**src/rtl/aurora_tx_fifo.sv**
```systemverilog
// rtl/aurora_tx_fifo.sv - store-and-forward transmit frame buffer in front of the Aurora TX user interface
//
// Purpose:
//   Buffers AXI-S frames from the local source and starts a frame towards the
//   Aurora core only once its tlast is stored. The one exception is a frame
//   longer than the buffer: it is cut through so that it cannot deadlock.
//   A remote pause is honoured only between frames. Dropping channel_up
//   discards everything that is buffered.
//
// Ports:
//   clk, rst_n          clock, synchronous active-low reset
//   channel_up          link status; low flushes the buffer
//   remote_xoff         far-end pause request, applied at frame boundaries
//   fifo_used           beats held, including the beat presented on o_*
//   frames_pending      complete frames stored but not yet started
//   i_t*                AXI-S input (tready is registered)
//   o_t*                AXI-S output to Aurora TX (first-word-fall-through register)
module aurora_tx_fifo #(
  parameter int DATA_W     = 8,
  parameter int KEEP_W     = DATA_W / 8,
  parameter int FIFO_DEPTH = 64,
  parameter int CNT_W      = $clog2(FIFO_DEPTH + 1)
) (
  input  logic              clk,
  input  logic              rst_n,
  input  logic              channel_up,
  input  logic              remote_xoff,
  output logic [CNT_W-1:0]  fifo_used,
  output logic [CNT_W-1:0]  frames_pending,
  input  logic [DATA_W-1:0] i_tdata,
  input  logic [KEEP_W-1:0] i_tkeep,
  input  logic              i_tvalid,
  input  logic              i_tlast,
  output logic              i_tready,
  output logic [DATA_W-1:0] o_tdata,
  output logic [KEEP_W-1:0] o_tkeep,
  output logic              o_tvalid,
  output logic              o_tlast,
  input  logic              o_tready
);

  localparam int AW = $clog2(FIFO_DEPTH);
  localparam int MW = DATA_W + KEEP_W + 1;
  localparam logic [AW:0] DEPTH_P = (AW + 1)'(FIFO_DEPTH);

  typedef enum logic [1:0] {S_IDLE, S_SEND, S_FLUSH} state_e;

  logic [MW-1:0]     mem_q [FIFO_DEPTH];
  logic [AW:0]       wptr_q, wptr_d, rptr_q, rptr_d, used_d;
  logic [CNT_W-1:0]  frames_q, frames_d;
  state_e            state_q, state_d;
  logic              first_q, first_d;
  logic              cut_q, cut_d;
  logic              cut_tl_q, cut_tl_d;
  logic              i_tready_q, i_tready_d;
  logic              o_tvalid_q, o_tvalid_d;
  logic              o_tlast_q, o_tlast_d;
  logic [DATA_W-1:0] o_tdata_q, o_tdata_d;
  logic [KEEP_W-1:0] o_tkeep_q, o_tkeep_d;
  logic              wr_en, rd_fire, full, inc, dec;
  logic [MW-1:0]     wr_word, head_word;

  always_comb begin
    wr_en   = i_tvalid && i_tready_q && channel_up;
    rd_fire = o_tvalid_q && o_tready && channel_up;
    wr_word = {i_tlast, i_tkeep, i_tdata};
    full    = (wptr_q[AW] != rptr_q[AW]) && (wptr_q[AW-1:0] == rptr_q[AW-1:0]);
    wptr_d  = wptr_q + (AW + 1)'(wr_en);
    rptr_d  = rptr_q + (AW + 1)'(rd_fire);

    // A cut-through frame starts before its tlast is stored. Its tlast must
    // then neither be counted as a pending frame nor be decremented at its
    // first output beat. cut_tl marks that this tlast has already arrived.
    inc = wr_en && i_tlast && !(cut_q && !cut_tl_q);
    dec = rd_fire && first_q && !cut_q;
    frames_d = frames_q;
    if (inc && !dec) begin
      frames_d = frames_q + 1'b1;
    end else if (dec && !inc) begin
      frames_d = frames_q - 1'b1;
    end
    first_d  = rd_fire ? o_tlast_q : first_q;
    cut_d    = cut_q;
    cut_tl_d = cut_tl_q;
    if (wr_en && i_tlast && cut_q) begin
      cut_tl_d = 1'b1;
    end

    state_d = state_q;
    case (state_q)
      S_IDLE: begin
        if (!remote_xoff && (frames_q != '0 || full)) begin
          state_d  = S_SEND;
          cut_d    = (frames_q == '0);
          cut_tl_d = 1'b0;
        end
      end
      S_SEND: begin
        if (rd_fire && o_tlast_q) begin
          state_d  = S_IDLE;
          cut_d    = 1'b0;
          cut_tl_d = 1'b0;
        end
      end
      default: state_d = S_IDLE;
    endcase

    if (!channel_up) begin
      state_d  = S_FLUSH;
      wptr_d   = '0;
      rptr_d   = '0;
      frames_d = '0;
      first_d  = 1'b1;
      cut_d    = 1'b0;
      cut_tl_d = 1'b0;
    end

    used_d     = wptr_d - rptr_d;
    i_tready_d = (state_d != S_FLUSH) && (used_d < DEPTH_P);

    // The output register always mirrors the head of the buffer. When the
    // head is being written this very cycle, take it straight from the input.
    head_word = (wr_en && (wptr_q == rptr_d)) ? wr_word : mem_q[rptr_d[AW-1:0]];
    o_tvalid_d = (state_d == S_SEND) && (wptr_d != rptr_d);
    o_tdata_d  = o_tdata_q;
    o_tkeep_d  = o_tkeep_q;
    o_tlast_d  = o_tlast_q;
    if (o_tvalid_d) begin
      {o_tlast_d, o_tkeep_d, o_tdata_d} = head_word;
    end
  end

  always_ff @(posedge clk) begin
    if (wr_en) begin
      mem_q[wptr_q[AW-1:0]] <= wr_word;
    end
  end

  always_ff @(posedge clk) begin
    if (!rst_n) begin
      wptr_q     <= '0;
      rptr_q     <= '0;
      frames_q   <= '0;
      state_q    <= S_IDLE;
      first_q    <= 1'b1;
      cut_q      <= 1'b0;
      cut_tl_q   <= 1'b0;
      i_tready_q <= 1'b0;
      o_tvalid_q <= 1'b0;
      o_tlast_q  <= 1'b0;
      o_tdata_q  <= '0;
      o_tkeep_q  <= '0;
    end else begin
      wptr_q     <= wptr_d;
      rptr_q     <= rptr_d;
      frames_q   <= frames_d;
      state_q    <= state_d;
      first_q    <= first_d;
      cut_q      <= cut_d;
      cut_tl_q   <= cut_tl_d;
      i_tready_q <= i_tready_d;
      o_tvalid_q <= o_tvalid_d;
      o_tlast_q  <= o_tlast_d;
      o_tdata_q  <= o_tdata_d;
      o_tkeep_q  <= o_tkeep_d;
    end
  end

  assign fifo_used      = CNT_W'(wptr_q - rptr_q);
  assign frames_pending = frames_q;
  assign i_tready       = i_tready_q;
  assign o_tvalid       = o_tvalid_q;
  assign o_tlast        = o_tlast_q;
  assign o_tdata        = o_tdata_q;
  assign o_tkeep        = o_tkeep_q;

endmodule

```
**config.mk**
```make
export PLATFORM = sky130hd
export DESIGN_NAME = aurora_tx_fifo
export DESIGN_NICKNAME = d
export VERILOG_FILES = /design/src/rtl/aurora_tx_fifo.sv
export SDC_FILE = /design/constraint.sdc
export NUM_CORES = 1
export LEC_CHECK = 0
export BUFFER_PORTS_ARGS = -buffer_cell sky130_fd_sc_hd__buf_2
export CORE_MARGIN = 4
export CORE_UTILIZATION = 30
export DETAILED_ROUTE_END_ITERATION = 12
export SLEW_MARGIN = 20
export SYNTH_ARGS = -nofsm -noshare
export SYNTH_HDL_FRONTEND = slang
export SYNTH_SLANG_ARGS = --single-unit
```
**constraint.sdc**
```tcl
create_clock -name clk -period 9.1 [get_ports clk]
set_clock_uncertainty 0.1 [all_clocks]
set_input_delay 0.455 -clock clk [delete_from_list [all_inputs] [get_ports clk]]
set_output_delay 0.455 -clock clk [all_outputs]
set_load 0.005 [all_outputs]
```
Yosys cells after proc, flatten, opt, wreduce, memory -nomap -nowiden
Memories as Yosys holds them, arrays and structs flattened.
Index checks and enable logic that the tools add are counted.
{"block": "totals", "ff_bits": 38, "mem_bits_rw": 640, "wordCells": 79, "memories": 1}
{"block": "classes", "add_sub_neg": 6, "order_cmp": 1, "eq_ne": 9, "mux": 18, "reduce_logical": 32}
{"name": "mem_q", "depth": 64, "word_bits": 10, "rd": 1, "rd_ports_with_merged_regs": 0, "write_ports": 1, "line": "48", "text": "logic [MW-1:0] mem_q [FIFO_DEPTH];"}
{"op": "7-bit 2-to-1 mux", "n": 4}
{"op": "1-bit logical AND", "n": 18}
{"op": "7-bit by 1-bit adder with 7-bit output", "n": 2}
{"op": "7-bit subtractor", "n": 2}
{"op": "10-bit 2-to-1 mux", "n": 1}
{"op": "7-bit by 1-bit adder with 7-bit output (second input constant)", "n": 1}
{"op": "7-bit equality test", "n": 1}
{"op": "7-bit logical NOT", "n": 1}
{"op": "7-bit < comparator (second input constant)", "n": 1}
{"op": "1-bit 2-to-1 mux", "n": 7}
{"op": "7-bit != test", "n": 1}
{"op": "7-bit nonzero test", "n": 1}
{"op": "7-bit by 1-bit subtractor with 7-bit output (second input constant)", "n": 1}
{"op": "6-bit equality test", "n": 1}
{"op": "1-bit logical NOT", "n": 6}
{"op": "2-bit 2-to-1 mux", "n": 3}
{"op": "2-bit != test (second input constant)", "n": 3}
{"op": "2-bit by 1-bit equality test with 1-bit output (second input constant)", "n": 2}
{"op": "1-bit one-hot mux with 2 select lines", "n": 2}
{"op": "2-bit one-hot mux with 2 select lines", "n": 1}
{"op": "2-bit nonzero test", "n": 2}
{"op": "3-bit AND reduction", "n": 1}
{"op": "2-bit logical NOT", "n": 1}
{"op": "2-bit AND reduction", "n": 1}
{"op": "2 further kinds", "n": 2}

Depth between registers and ports, before layout
Gate-level depths: netlist (run 1).
{"block": "depth", "word_depth": 9, "depth_mapped": 19, "mapped_depth_nobuf": 15}

Worst setup path after synthesis (run 1)
Ideal clock, no wire load.
{"block": "synth_timing", "path_kind": "input -> register", "startpoint": "input port channel_up", "endpoint": "register o_tdata_q[0], in the netlist o_tdata[0]", "setup_ns": 0.122, "t_arrival_ns": 3.487, "setup_slack_ns": 5.390, "stages": 17, "n_path_buf": 4, "path_cell_list": "buf_6 -> and3_1 -> clkbuf_1 -> ha_1 -> ha_1 -> and3_4 -> mux2i_2 -> buf_8 -> inv_1 -> ha_1 -> and4_1 -> and3_1 -> a211oi_1 -> nor2b_1 -> buf_8 -> a22oi_1 -> o21ai_1"}
{"block": "synth_between", "elab_chain_len": 7, "elab_cells_between_ends": 17, "cone_classes": "add/sub (2); eq/ne (3); mux (6); reduce/logical (5); memory (1)"}
{"item": "start, declared", "line": "26", "text": "input logic channel_up,"}
{"item": "parallel branches: the longest is 7 deep, another holds memory 64 x 10 bit"}
{"item": "end signal, assigned", "line": "164", "text": "o_tdata_q <= o_tdata_d;"}
{"item": "end, declared", "line": "58", "text": "logic [DATA_W-1:0] o_tdata_q, o_tdata_d;"}
Parallel ways; which one is timed is not known.
A chain may end at the register's enable or synchronous reset.

Final worst setup path (run 1)
{"block": "layout_timing", "startpoint": "register o_tvalid_q, in the netlist o_tvalid", "endpoint": "register o_tkeep_q, in the netlist o_tkeep"}
{"block": "layout_between", "elab_chain_len": 8, "elab_cells_between_ends": 15, "cone_classes": "add/sub (1); eq/ne (3); mux (5); reduce/logical (5); memory (1)"}
{"item": "start, declared", "line": "56", "text": "logic o_tvalid_q, o_tvalid_d;"}
{"item": "start signal, assigned", "line": "162", "text": "o_tvalid_q <= o_tvalid_d;"}
{"item": "1-bit logical AND (*) (2 in a row)", "line": "65", "text": "rd_fire = o_tvalid_q && o_tready && channel_up;"}
{"item": "parallel branches: the longest is 6 deep, another holds memory 64 x 10 bit"}
{"item": "end signal, assigned", "line": "165", "text": "o_tkeep_q <= o_tkeep_d;"}
{"item": "end, declared", "line": "59", "text": "logic [KEEP_W-1:0] o_tkeep_q, o_tkeep_d;"}
Every way passes the cells marked *.

==> results.rst, run 1 <==
.. list-table::
   :header-rows: 1

   * - Metric
     - Value
   * - RSZ-0062 raised after global routing
     - false
   * - Final critical-path required period
     - 4807 ps
   * - Min-Delay Path Class
     - input port to flip-flop
   * - Number of non-filler instances in the completed layout
     - 3,330
   * - Cell Rows
     - 111
   * - First-pass GRT wire length
     - 107,400 um
   * - Total GRT Usage
     - 14.27%
   * - Area delta synth->final
     - 12.25%
   * - Post-DP HPWL
     - 42,220 um
   * - Top-level I/O count
     - 42
   * - Synthesized area per cell
     - 13.69 um^2
   * - Most area-hungry cell type in the Yosys netlist
     - sky130_fd_sc_hd__edfxtp_1
   * - Leading post-synthesis cells by instance count
     - sky130_fd_sc_hd__edfxtp_1, sky130_fd_sc_hd__nand2_1, sky130_fd_sc_hd__nor2b_1, sky130_fd_sc_hd__a211oi_1, sky130_fd_sc_hd__a311oi_1
   * - Total Die Area
     - 0.09820 mm^2
   * - Worst vdd rail ir drop
     - 0.1536 mV
   * - Register area share after synthesis
     - 71.42%
   * - Achievable frequency
     - 0.2080 GHz
   * - Maximum number of buffers from clock root to sink
     - 3
   * - Final antenna diode count
     - 0
   * - Buffer type at the clock tree root
     - sky130_fd_sc_hd__clkbuf_16
   * - Area of the multi-input gates
     - 0.007331 mm^2
   * - Number of buffers inserted to repair setup after CTS
     - 0
   * - Count of vias placed by the detailed router
     - 17,200
   * - Die extent in x
     - 313.4 um
   * - Power per cell area
     - 194.2 mW/mm^2
   * - Post_cts resized
     - 0
   * - Number of cells produced by synthesis
     - 2,044
   * - Post-synth ARST share
     - 0%
   * - Arrival time worst endpoint
     - 5230 ps
   * - Number of buffers added on ports
     - 41
   * - Area of the mapped netlist
     - 0.02798 mm^2
   * - Predominant post-synthesis flop cell
     - sky130_fd_sc_hd__edfxtp_1
   * - Routed WL per cell
     - 21.81 um
   * - Share of final-layout standard cells stronger than drive strength 1
     - 9.391%
   * - Crit path from
     - o_tvalid
   * - CTS buffer count
     - 61
   * - Routability congestion estimate from global placement
     - 0.8242
   * - Synthesis-stage register bit count
     - 678
   * - Post-Place Worst Slack
     - 3779 ps
   * - Kind of critical path
     - flip-flop to flip-flop
   * - Initial detailed-routing violation count
     - 1,574
   * - Startpoint of the worst register-to-register path
     - o_tvalid
   * - Detail-routed via count per cell
     - 5.165
   * - Start point of the worst hold path
     - rst_n
   * - Final #Nets
     - 2,079
   * - Slew @ Worst Pin
     - 1389 ps
   * - Post-route clock period utilization
     - 52.83%
   * - Normalized max-slew margin
     - 7.399%
   * - Maximum fanout encountered on the critical timing path
     - 81
   * - Starting density of the core
     - 30.38%
   * - Max-cap violation count
     - 0
   * - Total placed instance area
     - 0.02938 mm^2
   * - Number of iterations in the first detailed-routing pass
     - 5
   * - Element type at the critical path start
     - flip-flop
   * - CTS tree
     - done
   * - CTS H-Tree Depth
     - 2
   * - Area contributors post-synth
     - sky130_fd_sc_hd__edfxtp_1, sky130_fd_sc_hd__nand2_1, sky130_fd_sc_hd__a311oi_1
   * - Clock-pin slew reported for the worst setup and hold paths after clock tree synthesis
     - 70 ps
   * - Pins over their slew limit
     - 0
   * - Result of the run
     - finished clean
   * - Setup slack of the worst register-to-register path
     - 4290 ps
   * - Dpl cells
     - 3,219
   * - Grt total ovfl
     - 0
   * - Clock insertion delay at the later pin of the skew report
     - 640 ps
   * - DRC viols
     - 0
   * - Share of the synthesized area in the top cell type
     - 68.70%
   * - Required arrival time at the worst endpoint
     - 9520 ps
   * - Maximum number of pins on one net before global-route repair
     - 206
   * - Detail Route Antenna Nets
     - 0
   * - Element type at the critical path end
     - flip-flop
   * - Warnings, synthesis
     - 0
   * - Final worst slack
     - 4293 ps
   * - Count of final setup violators
     - 0
   * - Final Hold Viols
     - 0
   * - Initial antenna violation count
     - 1
   * - Detailed-route wire length
     - 72,610 um
   * - Number of flops mapped to enable cells by yosys
     - 640
   * - Sum of negative setup slack
     - 0 ps
   * - Vias in the first global route
     - 16,550
   * - Most frequently used cell type in the post-synthesis netlist
     - sky130_fd_sc_hd__edfxtp_1
   * - Total of fill cells in the finished design
     - 8,815
   * - Post-layout instance area
     - 0.03140 mm^2
   * - Vertical die dimension
     - 313.4 um
   * - Core Area
     - 0.09208 mm^2
   * - Nets in the synthesized netlist
     - 2,084
   * - Cts hold-fix bufs
     - 0
   * - Seq. cell area
     - 0.01998 mm^2
   * - Static leakage
     - 9.777 nW
   * - Synth unique cells
     - 65
   * - Number of sinks on the clock net
     - 678
-- path summary, 6_finish.rpt --
| kind | end | cells past startpoint |
|---|---|---|
| hold reg to reg | frames_pending[6] | 2 |
| setup / recovery | o_tkeep | 10 |
| hold / removal | first_q | 2 |
| setup reg to reg | o_tkeep | 10 |
-- flip-flops by register name (all words and copies together) (netlist names) --
signal,flops
wptr_q,7
state_q,2
o_tvalid,1
cut_tl_q,1
mem_q,640
frames_pending,7
cut_q,1
o_tdata,8
o_tkeep,1
i_tready,1
o_tlast,1
first_q,1
rptr_q,7
-- power by group --
part / internal (mW) / switching (mW) / total [mW]
clock: 1.46 / 1.14 / 2.61
sequential: 3.41 / 0.00102 / 3.41
combinational: 0.0110 / 0.0712 / 0.0822
total: 4.88 / 1.22 / 6.10
-- per-stage QoR --
stage                     power (mW)  hold slack (ps)  utilization [%]
after CTS                      6.149            30.23            34.09
after detailed placement       3.561            400.9            31.91
final                          6.099            63.19            34.10
after floorplan                3.493            387.1                -
after global routing           6.276            64.72            34.10
after global placement         3.558            385.0            31.91
-- layout by cell type (no fill, tap or decap), drive strengths merged, types with 3 or more instances in the layout --
cell type and count:
edfxtp 640, nand2 372, nor2b 123, a211oi 117, a311oi 113, nor2 89
clkbuf 70, buf 66, o21ai 55, nand3 54, mux2i 46, a31oi 42
dfxtp 38, inv 32, ha 22, clkinv 21, a21oi 20, xnor2 18
o22ai 18, nor3 14, nand4 11, and3 11, and2 11, a22oi 10
bufinv 8, xor2 7, clkinvlp 6, nor4 5, a21o 4, or3 4
mux4 4, nand2b 3, nand3b 3, o2111ai 3, mux2 3
-- layout make-up --
| class | count | area share (%) |
|---|---|---|
| repair buffers | 66 | 1.331 |
| clock inverters | 41 | 1.430 |
| multi-input cells | 1206 | 23.34 |
| clock buffers | 70 | 4.969 |
| well taps | 1243 | 4.953 |
| inverters | 26 | 0.3506 |
| flip-flops and latches | 678 | 63.62 |
-- routing by layer --
metal	wire length, um	part of all wire (%)	up-vias	global-route usage (%)
met4	3705	5.1	0	7.089
met1	29680	41	8640	18.33
li1	-	-	7752	-
met5	0	0	-	0
met2	34800	48	653	23.87
met3	4422	6.1	155	1.846
-- worst max-delay path: stages (launching register included) --
cell and delay (ps):
sky130_fd_sc_hd__dfxtp_1 350, sky130_fd_sc_hd__and3_1 270, sky130_fd_sc_hd__ha_4 890, sky130_fd_sc_hd__nand2_4 510, sky130_fd_sc_hd__inv_4 820, sky130_fd_sc_hd__ha_1 390, sky130_fd_sc_hd__and3_1 160, sky130_fd_sc_hd__a211oi_1 420
sky130_fd_sc_hd__nor2b_1 290, sky130_fd_sc_hd__a22oi_1 260, sky130_fd_sc_hd__o21ai_1 100
-- kinds of logic (layout without fill, tap and decap cells) --
family	Yosys count	in the layout	synth area share, %
multiplexers	53	53	2.115
buffers and inverters	160	203	2.558
AND/OR/NAND/NOR	709	709	11.66
AO/OA/AOI/OAI	394	394	10.22
adder cells (fa/ha/maj)	24	24	1.127
XOR/XNOR	26	26	0.8945
flip-flops	678	678	71.42
No activity file was read; power rests on OpenSTA's default activity.
==> run 2, diff against run 1 <==
- clock period: 9.1 -> 4.96 ns (I/O delays scaled with it)
==> results.rst, run 2 (synthesis gave the netlist of run 1 again) <==
.. list-table::
   :header-rows: 1

   * - Metric
     - Value
   * - Result of the run
     - finished clean
   * - Post-layout instance area
     - 0.03199 mm^2
   * - Final critical-path required period
     - 3983 ps
   * - Maximum number of buffers from clock root to sink
     - 3
   * - Initial antenna violation count
     - 1
   * - Final Hold Viols
     - 0
   * - Start point of the worst hold path
     - channel_up
   * - Met3 capacity usage during global routing
     - 2.505%
   * - Initial detailed-routing violation count
     - 2,029
   * - Startpoint of the worst register-to-register path
     - o_tvalid
   * - CTS H-Tree Depth
     - 3
   * - Final #Nets
     - 2,110
   * - First-pass GRT wire length
     - 107,500 um
   * - Static leakage
     - 10.08 nW
   * - Detailed-route wire length
     - 72,540 um
   * - Commonest non-fill, non-tap cells in the layout
     - sky130_fd_sc_hd__edfxtp_1, sky130_fd_sc_hd__nand2_1, sky130_fd_sc_hd__nor2b_1
   * - Normalized max-slew margin
     - 22.00%
   * - Area delta synth->final
     - 14.37%
   * - Worst vdd rail ir drop
     - 0.2443 mV
   * - Cell type group with the largest total delay on the critical path
     - simple AND/OR/NAND/NOR gates
   * - Area of the multi-input gates
     - 0.007351 mm^2
   * - Total GRT Usage
     - 14.31%
   * - Dpl cells
     - 3,238
   * - Post-DP HPWL
     - 42,430 um
   * - Detail-routed via count per cell
     - 5.182
   * - Min-Delay Path Class
     - input port to flip-flop
   * - Top-level I/O count
     - 42
   * - Sum of negative setup slack
     - 0 ps
   * - Maximum number of pins on one net before global-route repair
     - 117
   * - Critical path buffers and inverters
     - 2
   * - Total Die Area
     - 0.09820 mm^2
   * - Total stage count of the critical path
     - 14
   * - Final antenna diode count
     - 0
   * - Highest-utilization routing layer at the global route stage
     - met2
   * - Seq. cell area
     - 0.01998 mm^2
   * - DRC viols
     - 0
   * - CTS tree
     - done
   * - Number of buffers inserted to repair setup after CTS
     - 0
   * - Slew @ Worst Pin
     - 1166 ps
   * - Power per cell area
     - 367.7 mW/mm^2
   * - Worst path max stage delay
     - 420 ps
   * - Vertical die dimension
     - 313.4 um
   * - Worst Hold Depth
     - 3
   * - Maximum fanout encountered on the critical timing path
     - 9
   * - Routing usage on met1
     - 19.06%
   * - Element type at the critical path start
     - flip-flop
   * - Vias in the first global route
     - 16,870
   * - Core Area
     - 0.09208 mm^2
   * - Worst reg2reg path endpoint
     - o_tdata[6]
   * - Setup slack of the worst register-to-register path
     - 980 ps
   * - Cts hold-fix bufs
     - 2
   * - Routability congestion estimate from global placement
     - 0.8576
   * - Max FFs per register
     - 640
   * - CTS buffer count
     - 71
   * - Detail Route Antenna Nets
     - 0
   * - Die extent in x
     - 313.4 um
   * - Buffer type at the clock tree root
     - sky130_fd_sc_hd__clkbuf_16
   * - Number of non-filler instances in the completed layout
     - 3,367
   * - Number of buffers added on ports
     - 41
   * - RSZ-0062 raised after global routing
     - false
   * - Grt total ovfl
     - 0
   * - Pins over their slew limit
     - 0
   * - Clock-pin slew reported for the worst setup and hold paths after clock tree synthesis
     - 60 ps
   * - Hold Crit Endpoint
     - state_q[1]
   * - Starting density of the core
     - 30.38%
   * - Required arrival time at the worst endpoint
     - 5380 ps
   * - Clock insertion delay at the later pin of the skew report
     - 610 ps
   * - Post-route clock period utilization
     - 80.29%
   * - Total of fill cells in the finished design
     - 8,787
   * - Share of final-layout standard cells stronger than drive strength 1
     - 11.11%
   * - Count of vias placed by the detailed router
     - 17,450
   * - Kind of critical path
     - flip-flop to flip-flop
   * - Post_cts resized
     - 0
   * - Count of final setup violators
     - 0
   * - Arrival time worst endpoint
     - 4410 ps
   * - Achievable frequency
     - 0.2511 GHz
   * - Total placed instance area
     - 0.02960 mm^2
   * - Worst R2R Path Depth
     - 14
   * - Slowest cell on the critical path
     - sky130_fd_sc_hd__mux2i_2
   * - Most common cell after layout, fill and taps aside
     - sky130_fd_sc_hd__edfxtp_1
   * - Cell chain of the critical path
     - and3_1 -> ha_4 -> ha_1 -> and3_4 -> mux2i_2 -> inv_1 -> ha_1 -> and4_1 -> and3_1 -> a211o_1 -> inv_1 -> and4_1 -> a22oi_1 -> o21ai_1
   * - Number of iterations in the first detailed-routing pass
     - 5
   * - Number of sinks on the clock net
     - 678
   * - Cell Rows
     - 111
   * - Routed WL per cell
     - 21.54 um
   * - Global-route track usage on met2
     - 23.22%
   * - Element type at the critical path end
     - flip-flop
   * - Max-cap violation count
     - 0
run 2: cell count changes in the layout (fill, tap and decap cells not counted), sizes merged, moves of 2 or more:
| cell | delta |
|---|---|
| clkbuf | +11 |
| clkinvlp | -2 |
| buf | +19 |
| clkinv | +9 |
| dlygate4sd3 | +2 |
| inv | -3 |
run 2: how the worst max path moves through the flow:
stage / startpoint / to
after floorplan: channel_up / o_tdata[0]
after global placement: channel_up / o_tdata[0]
after detailed placement: channel_up / o_tkeep
after CTS: o_tvalid / o_tdata[0]
after global routing: o_tvalid / o_tdata[0]
final: o_tvalid / o_tdata[6]
run 2: per-stage QoR:
| stage | power (mW) | utilization, % | setup slack [ps] | hold WS (ps) |
|---|---|---|---|---|
| final | 11.76 | 34.75 | 977.4 | 48.01 |
| after global routing | 12.10 | 34.75 | 772.2 | 41.24 |
| after CTS | 11.86 | 34.71 | 1044 | 3.305 |
| after detailed placement | 6.535 | 32.15 | 1079 | 399.4 |
| after global placement | 6.530 | 32.15 | 1176 | 390.2 |
| after floorplan | 6.408 | - | 1457 | 246.9 |
run 2: final cells by class:
type,count,area share [%]
Clock buffer,81,5.737
Timing Repair Buffer,87,2.049
Sequential cell,678,62.45
Multi-Input combinational cell,1206,22.98
Tap cell,1243,4.861
Inverter,26,0.3441
Clock inverter,46,1.588
run 2: tightest hold or removal path: stages:
cell                      delay, ps
sky130_fd_sc_hd__buf_2           90
sky130_fd_sc_hd__buf_4          270
sky130_fd_sc_hd__nor2b_1         80
run 2: power breakdown:
part	switching [mW]	total, mW	internal [mW]
Combinational	0.131	0.152	0.0212
Clock	2.20	5.35	3.15
Sequential	0.00194	6.26	6.26
run 2: layer usage:
layer	vias up	wire length (um)
met5	-	0
met4	0	2550
met3	121	5324
met2	710	34230
met1	8786	30430
li1	7832	-
==> run 3, diff against run 2 <==
- clock period: 4.96 -> 3.25 ns (I/O delays scaled with it)
==> results.rst, run 3 (synthesis gave the netlist of run 1 again) <==
.. list-table::
   :header-rows: 1

   * - Metric
     - Value
   * - CTS tree
     - done
   * - Top-level I/O count
     - 42
   * - Maximum number of buffers from clock root to sink
     - 3
   * - Grt total ovfl
     - 0
   * - Total Die Area
     - 0.09820 mm^2
   * - Area of the multi-input gates
     - 0.007410 mm^2
   * - Commonest non-fill, non-tap cells in the layout
     - sky130_fd_sc_hd__edfxtp_1, sky130_fd_sc_hd__nand2_1, sky130_fd_sc_hd__buf_4
   * - Post-route clock period utilization
     - 96.79%
   * - Total GRT Usage
     - 14.59%
   * - Count of vias placed by the detailed router
     - 17,760
   * - Most common cell after layout, fill and taps aside
     - sky130_fd_sc_hd__edfxtp_1
   * - Worst vdd rail ir drop
     - 0.3616 mV
   * - Maximum fanout encountered on the critical timing path
     - 29
   * - Share of final-layout standard cells stronger than drive strength 1
     - 16.38%
   * - Final antenna diode count
     - 0
   * - Count of final setup violators
     - 0
   * - Max-cap violation count
     - 0
   * - Number of sinks on the clock net
     - 678
   * - CTS H-Tree Depth
     - 3
   * - Kind of critical path
     - flip-flop to flip-flop
   * - Clock insertion delay at the later pin of the skew report
     - 620 ps
   * - Seq. cell area
     - 0.01998 mm^2
   * - Number of buffers added on ports
     - 41
   * - Final Hold Viols
     - 0
   * - CTS buffer count
     - 68
   * - Number of non-filler instances in the completed layout
     - 3,496
   * - Element type at the critical path start
     - flip-flop
   * - Core Area
     - 0.09208 mm^2
   * - Clock-pin slew reported for the worst setup and hold paths after clock tree synthesis
     - 70 ps
   * - Cell Rows
     - 111
   * - Starting density of the core
     - 30.38%
   * - Post-DP HPWL
     - 46,470 um
   * - Area delta synth->final
     - 18.19%
   * - Required arrival time at the worst endpoint
     - 3650 ps
   * - Arrival time worst endpoint
     - 3550 ps
   * - Dpl cells
     - 3,366
   * - Normalized max-slew margin
     - 25.19%
   * - Min-Delay Path Class
     - input port to flip-flop
   * - Result of the run
     - finished clean
   * - DRC viols
     - 0
   * - Maximum number of pins on one net before global-route repair
     - 106
   * - Slew @ Worst Pin
     - 1122 ps
   * - Final #Nets
     - 2,240
   * - Post-Place Worst Slack
     - -15.11 ps
   * - Power per cell area
     - 533.5 mW/mm^2
   * - Buffer type at the clock tree root
     - sky130_fd_sc_hd__clkbuf_16
   * - Total of fill cells in the finished design
     - 8,678
   * - Final worst slack
     - 104.3 ps
   * - Die extent in x
     - 313.4 um
   * - First-pass GRT wire length
     - 110,000 um
   * - Achievable frequency
     - 0.3179 GHz
   * - Final critical-path required period
     - 3146 ps
   * - Initial antenna violation count
     - 0
   * - Vertical die dimension
     - 313.4 um
   * - Routability congestion estimate from global placement
     - 0.9076
   * - Vias in the first global route
     - 17,400
   * - Detail Route Antenna Nets
     - 0
   * - Routed WL per cell
     - 21.06 um
   * - Detailed-route wire length
     - 73,630 um
   * - Max FFs per register
     - 640
   * - Sum of negative setup slack
     - 0 ps
   * - Static leakage
     - 10.75 nW
   * - Detail-routed via count per cell
     - 5.079
   * - Initial detailed-routing violation count
     - 1,835
   * - Pins over their slew limit
     - 0
   * - Number of iterations in the first detailed-routing pass
     - 5
   * - Element type at the critical path end
     - flip-flop
run 3: cell count changes in the layout (fill, tap and decap cells not counted), moves of 3 or more:
cell                        previous run  this run
sky130_fd_sc_hd__nor2_2               13         1
sky130_fd_sc_hd__bufinv_16             9         6
sky130_fd_sc_hd__inv_6                 2         5
sky130_fd_sc_hd__buf_4                36       156
sky130_fd_sc_hd__clkbuf_16            72        69
sky130_fd_sc_hd__nor2_1               76        88
sky130_fd_sc_hd__buf_12                8        19
run 3: routing by layer:
metal | up-vias | GRT usage [%] | wire [um] | part of all wire, %
met3 | 108 | 2.202 | 4781 | 6.5
li1 | 8096 | - | - | -
met4 | 0 | 5.238 | 2131 | 2.9
met1 | 8886 | 19.62 | 31550 | 43
met5 | - | 0 | 0 | 0
met2 | 666 | 24.09 | 35170 | 48
run 3: power breakdown:
part / internal [mW] / switching, mW / total, mW / leakage [nW]
Sequential: 9.55 / 0.00252 / 9.55 / 6.06
Clock: 4.46 / 3.37 / 7.84 / 1.08
Combinational: 0.0441 / 0.209 / 0.253 / 3.60
run 3: through the flow:
stage,instance area (um^2),hold slack [ps],total power [mW],utilization [%]
2_1_floorplan,28030,161.4,9.780,-
5_1_grt,33070,46.18,18.14,35.91
3_3_place_gp,30720,383.7,9.978,33.36
4_1_cts,32980,22.29,17.78,35.81
6_report,33070,61.21,17.64,35.91
3_5_place_dp,30720,413.1,9.989,33.36
run 3: final timing paths:
path / slack (ps) / end / cells past startpoint / startpoint
setup reg to reg: 100 / o_tdata[6] / 13 / o_tvalid
hold reg to reg: 420 / cut_tl_q / 2 / cut_q
setup / recovery: 100 / o_tdata[6] / 13 / o_tvalid
hold / removal: 60 / mem_q[14][1] / 2 / i_tdata[1]
run 3: critical path, stage by stage, from the launching register on:
cell	delay (ps)
sky130_fd_sc_hd__dfxtp_2	310
sky130_fd_sc_hd__and3_4	170
sky130_fd_sc_hd__ha_4	180
sky130_fd_sc_hd__ha_4	270
sky130_fd_sc_hd__and2_2	200
sky130_fd_sc_hd__inv_8	100
sky130_fd_sc_hd__buf_12	180
sky130_fd_sc_hd__buf_4	160
sky130_fd_sc_hd__a211oi_1	220
sky130_fd_sc_hd__a311oi_1	90
sky130_fd_sc_hd__o21ai_0	380
sky130_fd_sc_hd__nand4_1	300
sky130_fd_sc_hd__nor3_1	250
sky130_fd_sc_hd__o21ai_1	70
run 3: repair_timing:
action                                  in CTS  in global routing
buffers inserted                             0                  3
endpoints found under the setup margin       9                 11
gates resized for setup                      1                 18
gates cloned                                 0                  1
pin swaps                                    0                  6
hold endpoints to repair                    13                  0
hold buffers                                 3                  0
run 3: cell type report:
type	instances	area share, %
clock buffers	80	5.377
clock inverters	43	1.347
inverters	26	0.3330
repair buffers	219	5.404
well taps	1243	4.704
flip-flops and latches	678	60.43
multi-input cells	1207	22.41
